==> src/rtl/sha_1_arbiter.sv <==
// sha_1_arbiter: two-requester round-robin front end for a SHA-1 accelerator.
// Define SHA1_ARB_TIMEOUT_EN to abort jobs that stay in WAIT for TIMEOUT_CYCLES cycles.
module sha_1_arbiter #(
   parameter int START_HOLD     = 4,
   parameter int START_GAP      = 3,
   parameter int TIMEOUT_CYCLES = 1023
) (
   input  logic         clk,
   input  logic         reset_n,
   input  logic [1:0]   req,
   input  logic [511:0] req_data0,
   input  logic [511:0] req_data1,
   output logic [1:0]   gnt,
   output logic [1:0]   rsp_valid,
   output logic [159:0] rsp_data,
   output logic         rsp_err,
   output logic         acc_start,
   output logic [511:0] acc_in_data,
   input  logic         acc_done,
   input  logic [159:0] acc_out_data,
   output logic         busy,
   output logic         owner
);

   typedef enum logic [2:0] {IDLE, LAUNCH, WAIT, RESP, COOL} state_t;

   state_t         state_q, state_d;
   logic [1:0]     gnt_q, gnt_d, rv_q, rv_d;
   logic           start_q, start_d, owner_q, owner_d, last_q, last_d;
   logic [159:0]   data_q, data_d;
   logic [511:0]   in_q, in_d;
   logic [3:0]     cnt_q, cnt_d;
   logic           win, hold_end, gap_end, expire;

   assign hold_end = cnt_q == 4'(START_HOLD - 1);
   assign gap_end  = cnt_q == 4'(START_GAP - 1);

`ifdef SHA1_ARB_TIMEOUT_EN
   localparam int TW = $clog2(TIMEOUT_CYCLES + 1);
   logic [TW-1:0] tmo_q, tmo_d;
   logic          err_q, err_d;
   assign expire = tmo_q == TW'(TIMEOUT_CYCLES);
   always_comb begin
      tmo_d = (state_q == WAIT && !acc_done && !expire) ? tmo_q + TW'(1) : '0;
      err_d = (state_q == WAIT && (acc_done || expire)) ? !acc_done : err_q;
   end
   always_ff @(posedge clk) begin
      if (!reset_n) begin
         tmo_q <= '0;
         err_q <= 1'b0;
      end else begin
         tmo_q <= tmo_d;
         err_q <= err_d;
      end
   end
   assign rsp_err = err_q;
`else
   assign expire  = 1'b0;
   assign rsp_err = TIMEOUT_CYCLES < 0;
`endif

   always_comb begin
      win     = &req ? ~last_q : req[1];
      state_d = state_q;
      gnt_d   = 2'b00;
      rv_d    = 2'b00;
      start_d = start_q;
      owner_d = owner_q;
      last_d  = last_q;
      data_d  = data_q;
      in_d    = in_q;
      cnt_d   = cnt_q;
      case (state_q)
         IDLE: if (|req) begin
            state_d = LAUNCH;
            gnt_d   = win ? 2'b10 : 2'b01;
            owner_d = win;
            in_d    = win ? req_data1 : req_data0;
            start_d = 1'b1;
         end
         LAUNCH: begin
            cnt_d   = hold_end ? 4'd0 : cnt_q + 4'd1;
            state_d = hold_end ? WAIT : LAUNCH;
            start_d = !hold_end;
         end
         // acc_done wins over a timeout landing on the same cycle
         WAIT: if (acc_done || expire) begin
            state_d = RESP;
            rv_d    = owner_q ? 2'b10 : 2'b01;
            data_d  = acc_done ? acc_out_data : data_q;
         end
         RESP: begin
            state_d = COOL;
            last_d  = owner_q;
         end
         COOL: begin
            cnt_d   = gap_end ? 4'd0 : cnt_q + 4'd1;
            state_d = gap_end ? IDLE : COOL;
         end
         default: state_d = IDLE;
      endcase
   end

   always_ff @(posedge clk) begin
      if (!reset_n) begin
         state_q <= IDLE;
         gnt_q   <= 2'b00;
         rv_q    <= 2'b00;
         start_q <= 1'b0;
         owner_q <= 1'b0;
         last_q  <= 1'b1;
         data_q  <= '0;
         in_q    <= '0;
         cnt_q   <= '0;
      end else begin
         state_q <= state_d;
         gnt_q   <= gnt_d;
         rv_q    <= rv_d;
         start_q <= start_d;
         owner_q <= owner_d;
         last_q  <= last_d;
         data_q  <= data_d;
         in_q    <= in_d;
         cnt_q   <= cnt_d;
      end
   end

   assign gnt         = gnt_q;
   assign rsp_valid   = rv_q;
   assign rsp_data    = data_q;
   assign acc_start   = start_q;
   assign acc_in_data = in_q;
   assign busy        = state_q != IDLE;
   assign owner       = owner_q;

endmodule

==> config.mk <==
export PLATFORM = sky130hd
export DESIGN_NAME = sha_1_arbiter
export DESIGN_NICKNAME = d
export VERILOG_FILES = /design/src/rtl/sha_1_arbiter.sv
export SDC_FILE = /design/constraint.sdc
export NUM_CORES = 2
export LEC_CHECK = 0
export CORE_AREA = 2 2 722 724
export CTS_BUF_LIST = sky130_fd_sc_hd__clkbuf_16
export CTS_CLUSTER_DIAMETER = 120
export DETAILED_ROUTE_END_ITERATION = 12
export DIE_AREA = 0 0 724 726
export SYNTH_ARGS = -nofsm -noshare
export SYNTH_HDL_FRONTEND = slang
export SYNTH_SLANG_ARGS = --single-unit
export TNS_END_PERCENT = 20
==> constraint.sdc <==
create_clock -name clk -period 2 [get_ports clk]
set_input_delay 0.4 -clock clk [delete_from_list [all_inputs] [get_ports clk]]
set_output_delay 0.4 -clock clk [all_outputs]
set_load 0.02 [all_outputs]
==> impl_metrics.env <==
export IMPL_run_status="complete, but fails checks"
export IMPL_violations="setup timing"
export IMPL_floorplan_rows=265
export IMPL_grt_antenna_before_repair=440
export IMPL_worstPathRequired_ns=1.60
export IMPL_max_slew_margin=0.484
export IMPL_fillCellCount=59800
export IMPL_setup_viol_count_final=297
export IMPL_first_global_vias=36900
export IMPL_finalHoldViolCount=0
export IMPL_design_area_sq_um=62400
export IMPL_power_report_internal_total_mw=31.4
export IMPL_finalCriticalPeriod_ns=2.28
export IMPL_data_arrival_time_of_the_critical_path_ns=1.88
export IMPL_grt_pass1_wl_um=505000
export IMPL_routed_via_density=3.18
export IMPL_num_vias=40700
export IMPL_tritoncts_num_buffers=98
export IMPL_cts_tree="yes"
export IMPL_synth_area_leader_cell="sky130_fd_sc_hd__dfxtp_1"
export IMPL_synth_seq_cells=686
export IMPL_nNetsFinal=6762
export IMPL_drv_cap=0
export IMPL_tightest_slew_ns=0.772
export IMPL_drt_iter0_markers=4060
export IMPL_timing_critical_path_fanout_max=2
export IMPL_start_kind="flop"
export IMPL_cell_leakage_power_nw=23.8
export IMPL_drt_wirelength_per_cell_um=34.2
export IMPL_power_share_clock=0.375
export IMPL_synth_edf_count=0
export IMPL_synth_seq_area_share=0.476
export IMPL_endpoint_kind="primary output"
export IMPL_cts_max_level=3
export IMPL_clockRootBuffer="sky130_fd_sc_hd__clkbuf_16"
export IMPL_dpl_hpwl_um=380000
export IMPL_max_clock_freq_mhz=439
export IMPL_multi_input_area_sq_um=13700
export IMPL_drt_wl_total_um=437000
export IMPL_pre_cts_slack_ns=-0.970
export IMPL_hold_path_class="in2reg"
export IMPL_finalCritPeriodShare=1.14
export IMPL_synth_cell_types=39
export IMPL_die_h_um=726
export IMPL_total_power_mw=47.9
export IMPL_gp_routability_congestion=1.02
export IMPL_yosysWarningCount=0
export IMPL_clock_sink_total=686
export IMPL_sequential_fraction_of_design_power=0.331
export IMPL_mappedNetlistNets=4872
export IMPL_pwrdens_nw_per_um2=768
export IMPL_yosysTopAreaCellShare=0.476
export IMPL_drive_above_1_share=0.167
export IMPL_p_switching_mw=16.5
export IMPL_postSynth_asyncResetShare=0
export IMPL_synth_avg_cell_area_sq_um=7.85
export IMPL_cell_count_after_synthesis=3680
export IMPL_initial_utilization=0.0557
export IMPL_rsz0062_at_grt="yes"
export IMPL_postPlaceCellArea_sq_um=56900
export IMPL_num_io_pins=1869
export IMPL_p_comb_frac=0.294
export IMPL_post_route_drc_count=0
export IMPL_dieWidth_um=724
export IMPL_area_growth_synth_to_final_pct=116
export IMPL_tritonroute_pass_1_iters=6
export IMPL_global_route_usage_total=0.154
export IMPL_dieArea_sq_um=526000
export IMPL_synth_top_cells_by_area="sky130_fd_sc_hd__dfxtp_1 (48%), sky130_fd_sc_hd__nand2_1 (18%), sky130_fd_sc_hd__a311oi_1 (16%), sky130_fd_sc_hd__a21oi_1 (12%), sky130_fd_sc_hd__buf_2 (3.2%)"
export IMPL_clkTransAtPathRegs_ns=0.06
export IMPL_drv_slew=0
export IMPL_port_buffers=1867
export IMPL_syn_area_sq_um=28900
export IMPL_holdWs_ns=0.0987
export IMPL_setup_ws_post_layout_ns=-0.279
export IMPL_fp_coreArea_sq_um=519000
export IMPL_area_sequential_sq_um=13800
export IMPL_cts_max_path_buffers=4
export IMPL_layout_core_utilization=0.120
export IMPL_ys_flop_type="sky130_fd_sc_hd__dfxtp_1"
export IMPL_worst_ir_drop_vdd_mv=0.567
export IMPL_drt_antenna_violating_nets=0
export IMPL_clk_latency_ns=0.84
export IMPL_sw_ratio=0.344
export IMPL_clock_skew_final_ns=0.0757
export IMPL_grt_max_degree=95
export IMPL_worst_setup_path_type="reg2out"
export IMPL_globalRouteOverflowTotal=0
[worst max-delay path, stage by stage (launching register included)]
cell and delay [ns]:
sky130_fd_sc_hd__dfxtp_2 0.33, sky130_fd_sc_hd__nor3_4 0.24, sky130_fd_sc_hd__buf_12 0.17, sky130_fd_sc_hd__inv_8 0.03, sky130_fd_sc_hd__buf_6 0.12, sky130_fd_sc_hd__buf_12 0.13
[final timing paths]
path	cells after the start	from	end	slack, ns
worst max-delay path	5	state_q[0]$_SDFFE_PN0P_	busy	-0.28
worst min-delay path	3	acc_out_data[61]	rsp_data[61]$_SDFFE_PN0P_	0.1
worst max register to register	10	state_q[0]$_SDFFE_PN0P_	acc_in_data[223]$_SDFFE_PN0P_	-0.26
worst min register to register	2	rsp_data[5]$_SDFFE_PN0P_	rsp_data[5]$_SDFFE_PN0P_	0.46
[placed cells by master (no fill, tap or decap), types with 6 or more instances in the layout]
cell,netlist,routed
sky130_fd_sc_hd__a21oi_1,678,652
sky130_fd_sc_hd__a21oi_2,0,24
sky130_fd_sc_hd__a311oi_1,512,483
sky130_fd_sc_hd__a311oi_2,0,29
sky130_fd_sc_hd__buf_12,0,72
sky130_fd_sc_hd__buf_16,0,18
sky130_fd_sc_hd__buf_2,182,76
sky130_fd_sc_hd__buf_4,21,355
sky130_fd_sc_hd__buf_6,0,28
sky130_fd_sc_hd__bufinv_16,0,10
sky130_fd_sc_hd__clkbuf_16,0,119
sky130_fd_sc_hd__clkdlybuf4s15_1,0,72
sky130_fd_sc_hd__clkdlybuf4s15_2,0,137
sky130_fd_sc_hd__clkdlybuf4s50_1,0,1188
sky130_fd_sc_hd__clkinv_1,0,14
sky130_fd_sc_hd__clkinv_2,0,18
sky130_fd_sc_hd__dfxtp_1,686,665
sky130_fd_sc_hd__dfxtp_2,0,21
sky130_fd_sc_hd__diode_2,0,204
sky130_fd_sc_hd__dlygate4sd2_1,0,40
sky130_fd_sc_hd__dlygate4sd3_1,0,6
sky130_fd_sc_hd__dlymetal6s2s_1,0,171
sky130_fd_sc_hd__inv_1,3,23
sky130_fd_sc_hd__nand2_1,1347,1346
[synthesized netlist by cell type (2+ instances only)]
| cell | instances |
|---|---|
| sky130_fd_sc_hd__mux2i_1 | 2 |
| sky130_fd_sc_hd__nand3b_1 | 3 |
| sky130_fd_sc_hd__nand3_1 | 2 |
| sky130_fd_sc_hd__nand2_1 | 1347 |
| sky130_fd_sc_hd__o21a_1 | 2 |
| sky130_fd_sc_hd__buf_2 | 182 |
| sky130_fd_sc_hd__nor4_1 | 3 |
| sky130_fd_sc_hd__a21oi_1 | 678 |
| sky130_fd_sc_hd__nor3b_1 | 3 |
| sky130_fd_sc_hd__dfxtp_1 | 686 |
| sky130_fd_sc_hd__a311oi_1 | 512 |
| sky130_fd_sc_hd__nor2_1 | 5 |
| sky130_fd_sc_hd__clkbuf_1 | 170 |
| sky130_fd_sc_hd__buf_1 | 26 |
| sky130_fd_sc_hd__inv_2 | 2 |
| sky130_fd_sc_hd__o2bb2ai_1 | 2 |
| sky130_fd_sc_hd__nand2b_1 | 4 |
| sky130_fd_sc_hd__ha_1 | 3 |
| sky130_fd_sc_hd__buf_4 | 21 |
| sky130_fd_sc_hd__o21ai_0 | 3 |
| sky130_fd_sc_hd__nor3_1 | 3 |
| sky130_fd_sc_hd__o31a_1 | 2 |
| sky130_fd_sc_hd__inv_1 | 3 |
[final cells by class]
type,instances,area share
sequential,686,0.221
antenna,204,0.00818
timing repair buffer,2189,0.362
multi-input combinational,2590,0.219
tap,6942,0.139
inverter,5,0.000542
clock inverter,77,0.0105
clock buffer,99,0.0397
[flip-flops by register name, summed over array words and instances, names as in the netlist]
name / flops
acc_start: 1
rsp_valid: 2
state_q: 3
gnt: 2
acc_in_data: 512
cnt_q: 4
owner: 1
last_q: 1
rsp_data: 160
[cells by family (layout without fill, tap and decap cells)]
group,after synthesis,in the layout,share of synthesized area
AO/OA/AOI/OAI,1204,1204,0.277
XOR/XNOR,1,1,0.000303
adder cells (fa/ha/maj),3,3,0.00130
buffers and inverters,404,2370,0.0631
flip-flops,686,686,0.476
multiplexers,2,2,0.000693
other,1,205,0.000130
AND/OR/NAND/NOR,1379,1379,0.182
[power by group through the flow]
stage          Clock [mW]  Combinational (mW)  Sequential [mW]
2_1_floorplan           0                3.54             17.5
3_3_place_gp            0                13.5             16.1
3_5_place_dp            0                13.5             16.1
4_1_cts              18.5                13.3             15.8
5_1_grt              18.9                14.8             16.0
6_report             17.9                14.1             15.8
[metrics by stage]
stage	instances	TNS, ns
4_1_cts	12500	-76.53
3_3_place_gp	12300	-324.25
6_report	12800	-20.39
5_1_grt	12700	-50.50
2_1_floorplan	3680	0
3_5_place_dp	12300	-328.88
[timing repair]
action,in CTS,in global routing
resized for setup,1028,301
buffers inserted,6,33
setup endpoints to repair,813,606
pin swaps,1,224
gates cloned,0,23
hold buffers,6,0
endpoints found under the hold margin,6,0
[per-layer routing]
layer  up-vias  GRT usage  routed length (um)
li1      17200          -                   -
met1     19500      0.175              162000
met2      2795      0.223              178000
met3      1002      0.107               73400
met4       256     0.0628               21900
met5         -          0                1640
(Power assumes the default switching activity.)
